File: src/rtl/data_syn_pkg.sv
// Shared state encoding and default parameter values for the data_syn_tx launcher.
// Optional feature macro: ACK_HANDSHAKE_EN adds the WAIT_ACK_LOW state.
package data_syn_pkg;

    localparam int DEF_BUS_WIDTH   = 2;
    localparam int DEF_HOLD_CYCLES = 6;
    localparam int DEF_GAP_CYCLES  = 2;
    localparam int DEF_NUM_STAGES  = 2;

`ifdef ACK_HANDSHAKE_EN
    typedef enum logic [1:0] {IDLE, HOLD, GAP, WAIT_ACK_LOW} state_t;
`else
    typedef enum logic [1:0] {IDLE, HOLD, GAP} state_t;
`endif

    function automatic int max_int(input int a, input int b);
        return (a > b) ? a : b;
    endfunction

endpackage

File: src/rtl/ack_sync.sv
// Multi-flop synchronizer bringing the destination-domain ack into CLK.
// Latency NUM_STAGES edges; no backpressure.
module ack_sync #(
    parameter int NUM_STAGES = 2
) (
    input  logic CLK,
    input  logic RST,
    input  logic ack,
    output logic ack_s
);

    logic [NUM_STAGES-1:0] sync_q;

    always_ff @(posedge CLK or negedge RST) begin
        if (!RST) begin
            sync_q <= '0;
        end else begin
            sync_q <= {sync_q[NUM_STAGES-2:0], ack};
        end
    end

    assign ack_s = sync_q[NUM_STAGES-1];

endmodule

File: src/rtl/data_syn_tx.sv
// Launches a word onto a quasi-static bus with an enable pulse for a multi-flop receiver.
// Latency 1 cycle accept->bus; in_ready only in IDLE, words offered while busy are dropped.
// Macro ACK_HANDSHAKE_EN: enable held until a synchronized ack instead of a fixed count.
module data_syn_tx
    import data_syn_pkg::*;
#(
    parameter int BUS_WIDTH   = DEF_BUS_WIDTH,
    parameter int HOLD_CYCLES = DEF_HOLD_CYCLES,
    parameter int GAP_CYCLES  = DEF_GAP_CYCLES,
    parameter int NUM_STAGES  = DEF_NUM_STAGES
) (
    input  logic                 CLK,
    input  logic                 RST,
`ifdef ACK_HANDSHAKE_EN
    input  logic                 ack,
`endif
    input  logic [BUS_WIDTH-1:0] in_data,
    input  logic                 in_valid,
    output logic                 in_ready,
    output logic [BUS_WIDTH-1:0] Unsync_bus,
    output logic                 bus_enable,
    output logic                 busy
);

    localparam int CNT_W = $clog2(max_int(HOLD_CYCLES, GAP_CYCLES) + 1);
    localparam logic [CNT_W-1:0] HOLD_LAST = CNT_W'(HOLD_CYCLES - 1);
    localparam logic [CNT_W-1:0] GAP_LAST  = CNT_W'(GAP_CYCLES - 1);

    state_t                 state_q, state_d;
    logic [CNT_W-1:0]       cnt_q, cnt_d;
    logic [BUS_WIDTH-1:0]   bus_q, bus_d;
    logic                   en_q, en_d;

`ifdef ACK_HANDSHAKE_EN
    logic ack_s;

    ack_sync #(.NUM_STAGES(NUM_STAGES)) u_ack_sync (
        .CLK   (CLK),
        .RST   (RST),
        .ack   (ack),
        .ack_s (ack_s)
    );
`endif

    always_ff @(posedge CLK or negedge RST) begin
        if (!RST) begin
            state_q <= IDLE;
            cnt_q   <= '0;
            bus_q   <= '0;
            en_q    <= 1'b0;
        end else begin
            state_q <= state_d;
            cnt_q   <= cnt_d;
            bus_q   <= bus_d;
            en_q    <= en_d;
        end
    end

    always_comb begin
        state_d = state_q;
        cnt_d   = cnt_q;
        bus_d   = bus_q;
        en_d    = en_q;
        case (state_q)
            IDLE: begin
                // The bus only ever changes here, so it is stable whenever enable is high.
                if (in_valid) begin
                    bus_d   = in_data;
                    en_d    = 1'b1;
                    cnt_d   = '0;
                    state_d = HOLD;
                end
            end
            HOLD: begin
`ifdef ACK_HANDSHAKE_EN
                if (ack_s) begin
                    en_d    = 1'b0;
                    state_d = WAIT_ACK_LOW;
                end
`else
                if (cnt_q == HOLD_LAST) begin
                    en_d    = 1'b0;
                    cnt_d   = '0;
                    state_d = GAP;
                end else begin
                    cnt_d = cnt_q + CNT_W'(1);
                end
`endif
            end
`ifdef ACK_HANDSHAKE_EN
            WAIT_ACK_LOW: begin
                if (!ack_s) begin
                    cnt_d   = '0;
                    state_d = GAP;
                end
            end
`endif
            GAP: begin
                if (cnt_q == GAP_LAST) begin
                    cnt_d   = '0;
                    state_d = IDLE;
                end else begin
                    cnt_d = cnt_q + CNT_W'(1);
                end
            end
            default: begin
                state_d = IDLE;
                en_d    = 1'b0;
                cnt_d   = '0;
            end
        endcase
    end

    assign in_ready   = (state_q == IDLE);
    assign busy       = (state_q != IDLE);
    assign Unsync_bus = bus_q;
    assign bus_enable = en_q;

endmodule
File: config.mk
export PLATFORM = sky130hd
export DESIGN_NAME = data_syn_tx
export DESIGN_NICKNAME = d
export VERILOG_FILES = /design/src/rtl/data_syn_pkg.sv /design/src/rtl/ack_sync.sv /design/src/rtl/data_syn_tx.sv
export SDC_FILE = /design/constraint.sdc
export NUM_CORES = 1
export LEC_CHECK = 0
export ABC_CLOCK_PERIOD_IN_PS = 2800
export BUFFER_PORTS_ARGS = -buffer_cell sky130_fd_sc_hd__buf_4
export CAP_MARGIN = 20
export CORE_AREA = 3 3 40 42
export DETAILED_ROUTE_END_ITERATION = 12
export DIE_AREA = 0 0 43 45
export PLACE_DENSITY = 0.69
export SLEW_MARGIN = 0
export SYNTH_ARGS = -nofsm -noshare
export SYNTH_HDL_FRONTEND = slang
export SYNTH_SLANG_ARGS = --single-unit
File: constraint.sdc
create_clock -name CLK -period 2.8 [get_ports CLK]
set_clock_uncertainty 0.1 [all_clocks]
set_input_delay 0.14 -clock CLK [delete_from_list [all_inputs] [get_ports CLK]]
set_output_delay 0.14 -clock CLK [all_outputs]
set_load 0.02 [all_outputs]
Word-level counts from Yosys, hierarchy flattened:

Cells that the tools add are included.

* input port bits: 5
* output and inout bits: 5
* word-level logic and storage cells: 29
* flip-flop bits (word level): 8

* reduce and logical (&&, ||, !) cells: 5
* equality and inequality tests: 7
* add/sub/neg operators: 1
* mux-type cells: 11
* bitwise operators: 1

Operators by type and width (count)
* 3-bit 2-to-1 mux: 3
* 3-bit one-hot mux with 3 select lines: 1
* 2-bit 2-to-1 mux: 3
* 2-bit inequality test (second input constant): 3
* 2-bit one-hot mux with 3 select lines: 1
* 3-bit AND reduction: 2
* 3-bit by 1-bit adder with 3-bit output (second input constant): 1
* 3-bit by 1-bit equality test with 1-bit output (second input constant): 1
* 3-bit equality test (second input constant): 1
* 1-bit one-hot mux with 3 select lines: 1
* 2-bit by 1-bit equality test with 1-bit output (second input constant): 1
* 2-bit equality test (second input constant): 1
* 2-bit logical NOT: 1
* 1-bit 2-to-1 mux: 2
* 2-bit AND reduction: 1
* 2-bit nonzero test: 1
* 1-bit NOT: 1

Longest topological paths before layout:

* depth after elaboration: 3
* gate-level depth with buffers: 5
* depth with buffers taken out: 5

Worst setup path after synthesis:

No wires, ideal clock.

* path kind: register -> register
* start point: register state_q[0]
* end point: register cnt_q[1]
* stages on the path, launching flop included: 6
* arrival: 1301 ps
* setup slack: 1278 ps
* path buffers: 0
* required time: 2579 ps
* clock period less this slack: 1522 ps
* setup time: 121 ps
* cell sequence: dfrtp_1 -> inv_1 -> ha_1 -> nor2b_2 -> nor3_1 -> a22o_1

* longest elaborated chain between the ends: 2
* elaborated cells between the ends (all ways): 5
* those cells by class: 3 x eq/ne; 1 x mux; 1 x reduce/logical

Ends and longest elaborated chain
* start: declaration: line data_syn_tx.sv:29 `state_t state_q, state_d;`
* start signal: assignment: line data_syn_tx.sv:52 `state_q <= state_d;`
* 2-bit logical NOT *
* net in_ready: line data_syn_tx.sv:19 `output logic in_ready,`
* 3-bit one-hot mux with 3 select lines or 2-bit inequality test (tied branches)
* end signal: assignment: line data_syn_tx.sv:53 `cnt_q <= cnt_d;`
* end: declaration: line data_syn_tx.sv:30 `logic [CNT_W-1:0] cnt_q, cnt_d;`

Mark *: on every way through the listed nets, which the timed path passes. The rest lies on a longest branch.
A chain may end at the register's enable or synchronous reset.

Final worst setup path:

* start point: register state_q[1]
* end point: output busy

* longest elaborated chain between the ends: 1

Ends and longest elaborated chain
* 2-bit nonzero test: line data_syn_tx.sv:115 `assign busy = (state_q != IDLE);`
* end: declaration: line data_syn_tx.sv:22 `output logic busy`

No other way between the ends.

==> results.md <==
- Cell with the most instances on the worst path: inv_1
- Period utilization: a little over half
- Max stage delay on crit path: 410 ps
- Final Wtd Congestion: between 0.8 and 0.9
- Vias: ~420
- Synthesized area: 494.2 um2
- Final std cell area, no fill: roughly 630 um2
- Post-route DRC: 0
- Hold_sp: in_valid
- Initial antenna violation count: 0
- # hold bufs at CTS: 3
- CTS tree: done
- Final TNS setup: 0 ps
- Worst reg2reg endpoint: cnt_q[1]
- Core Area: roughly 1300 um2
- Setup bufs post-CTS: 0
- IO Count: 10
- Total CTS buffers: 3
- Hold_ws: 67.10 ps
- Status: complete, no violations
- Slowest CP cell: dfrtp_1
- Main synth FF type: dfrtp_1
- CP Launch Type: flip-flop
- Crit-path cells: inv_1 > ha_1 > inv_1 > buf_4
- Detail Route Antenna Nets: 0
- Yosys reg bits: 8
- # resized after CTS: 0
- Max Freq: ~650 MHz
- Reg2Reg Depth: 5
- 1st-iter DRT viols: 5
- Sequential-to-total area share from yosys stat: about 40%
- Row count: 13
- EDFF count, synth: 0
- Most common cell after layout, fill and taps aside: buf_4
- PortBufs: 9
- Yosys warns: 0
- Worst-Margin Slew: 288.4 ps
- H-tree levels: 1
- Clk root buf: clkbuf_4
- Leakage power: between 0.2 and 0.3 nW
- Tot GR Track Use: ~12%
- Number of global-route vias before repair: 385
- WS Path Type: flip-flop to output pin
- Worst Hold Depth: 3
- Min-Delay Endpoint: bus_enable
- Final Total Pwr: ~0.00056 W
- Share of layout cells above drive strength 1: around a quarter
- Mapped Cells: between 40 and 50
- Starting Density: about two fifths
- Async set or reset register ratio after synthesis: 100.0%
- Crit path max fanout: 6
- Maximum vdd ir drop: 312.3 uV
- Pin count of the biggest net entering global routing: 9
- Overflow after GRT: 0
- Worst path required time: 2560 ps
- Reg2reg start: state_q[1]
- Commonest non-fill, non-tap cells in the layout: buf_4 (9), dfrtp_1 (8), ha_1 (4)
- Via density: 5.367
- Hold Crit Class: input pin to flip-flop
- Synth cell types: 25
- Routed wire length: approximately 1.0 mm
- Critical path buffer and inverter count: 3
- Die Span X: 43 um
- R2r setup slk: 1260 ps
- Slew Limit Fails: 0
- Endpoints failing setup: 0
- Fin crit period: between 1500 and 2000 ps
- First-pass GRT wire length: ~1.7 mm
- RSZ-0062 raised after global routing: false
- Area delta synth->final: 28.10%
- Area after DPL: between 500 and 600 um2
- HPWL Detailed: roughly 750 um
- Die Area: just under 2000 um2
- Pwr/cell area: 886.9 nW/um2
- CP top delay family: flip-flops
- Worst path arrival time: ~1300 ps
- Wire per inst: approximately 13 um
- Syn nets: slightly below 60
- Mean area per synthesized cell: around 10 um2
- Crit. End Element: output pin
- TritonRoute pass-1 iters: 6
- Max_slew headroom: between 80 and 90%
- Max cap viols: 0
- Die Ht: approximately 45 um
- Worst skew pair latency: 260 ps
- Clock transition at path regs: approximately 60 ps
- Nets@finish: 75
- Endpoints failing hold: 0
- CTS Buffer Depth: 2
- Ant diodes: 0
- Clock sinks: 8
[layout make-up]
| cell class | count | area [um2] |
|---|---|---|
| Clock buffer | 3 | 22.52 |
| Fill cell | 115 | 651.9 |
| Inverter | 3 | 11.26 |
| Multi-Input combinational cell | 38 | 282.8 |
| Sequential cell | 8 | 200.2 |
| Tap cell | 15 | 18.77 |
| Timing Repair Buffer | 12 | 97.59 |
[cell families after synthesis]
kind of cell               count (synthesis)  synth area share (%)
AOI/OAI and AO/OA                         15                 20.51
adders and majority gates                  4                 10.13
buffers and inverters                      3                 2.278
DFF                                        8                 40.51
muxes                                      3                 6.582
and+or+nand+nor                           16                 20.00
[worst max path at each step]
stage / startpoint / cells after the start / slack (ps) / end
global route: state_q[1] / 5 / 1170 / cnt_q[1]
finish: state_q[1] / 4 / 1260 / busy
floorplan: state_q[0] / 5 / 1280 / cnt_q[1]
global placement: state_q[1] / 5 / 1310 / cnt_q[1]
detailed placement: state_q[1] / 5 / 1270 / cnt_q[1]
CTS: state_q[1] / 5 / 1260 / cnt_q[1]
[tightest hold or removal path, stage by stage]
cell and delay, ps:
buf_4 130, nand3_1 60, a2bb2oi_1 60
[layer usage]
metal / vias up / GRT usage [%] / part of all wire, %
li1: 211 / - / -
met1: 200 / 15.31 / 47
met2: 13 / 19.76 / 44
met3: 0 / 5.976 / 8.7
met4: 0 / 1.807 / 0
met5: - / 0 / 0
[sequential cells by signal, summed over array words and instances (netlist names)]
signal,count
bus_enable,1
cnt_q,3
state_q,2
Unsync_bus,2
[power breakdown]
group	switching (W)	internal (W)	total, W
Sequential	0.0000266	0.000150	0.000177
Clock	0.0000431	0.0000493	0.0000924
Combinational	0.000162	0.000130	0.000292
[per-stage QoR]
step	cells	setup slack, ps	util [%]
floorplan	49	1278	-
global route	79	1174	49.27
CTS	79	1263	49.27
global placement	73	1313	45.18
finish	79	1261	49.27
detailed placement	73	1266	45.18
[synth_stat cells, types with 2 or more instances]
| library cell | count | area (um2) |
|---|---|---|
| nand2_1 | 2 | 7.510 |
| a21oi_1 | 3 | 15.01 |
| o21ai_1 | 2 | 10.01 |
| nor2b_1 | 3 | 18.77 |
| a21o_1 | 2 | 15.01 |
| dfrtp_1 | 8 | 200.2 |
| inv_1 | 3 | 11.26 |
| nor3_1 | 2 | 10.01 |
| mux2_1 | 2 | 22.52 |
| nand3_1 | 3 | 15.01 |
| ha_1 | 4 | 50.05 |
| o21ai_0 | 2 | 10.01 |
Power figures use the tool's default switching activity.
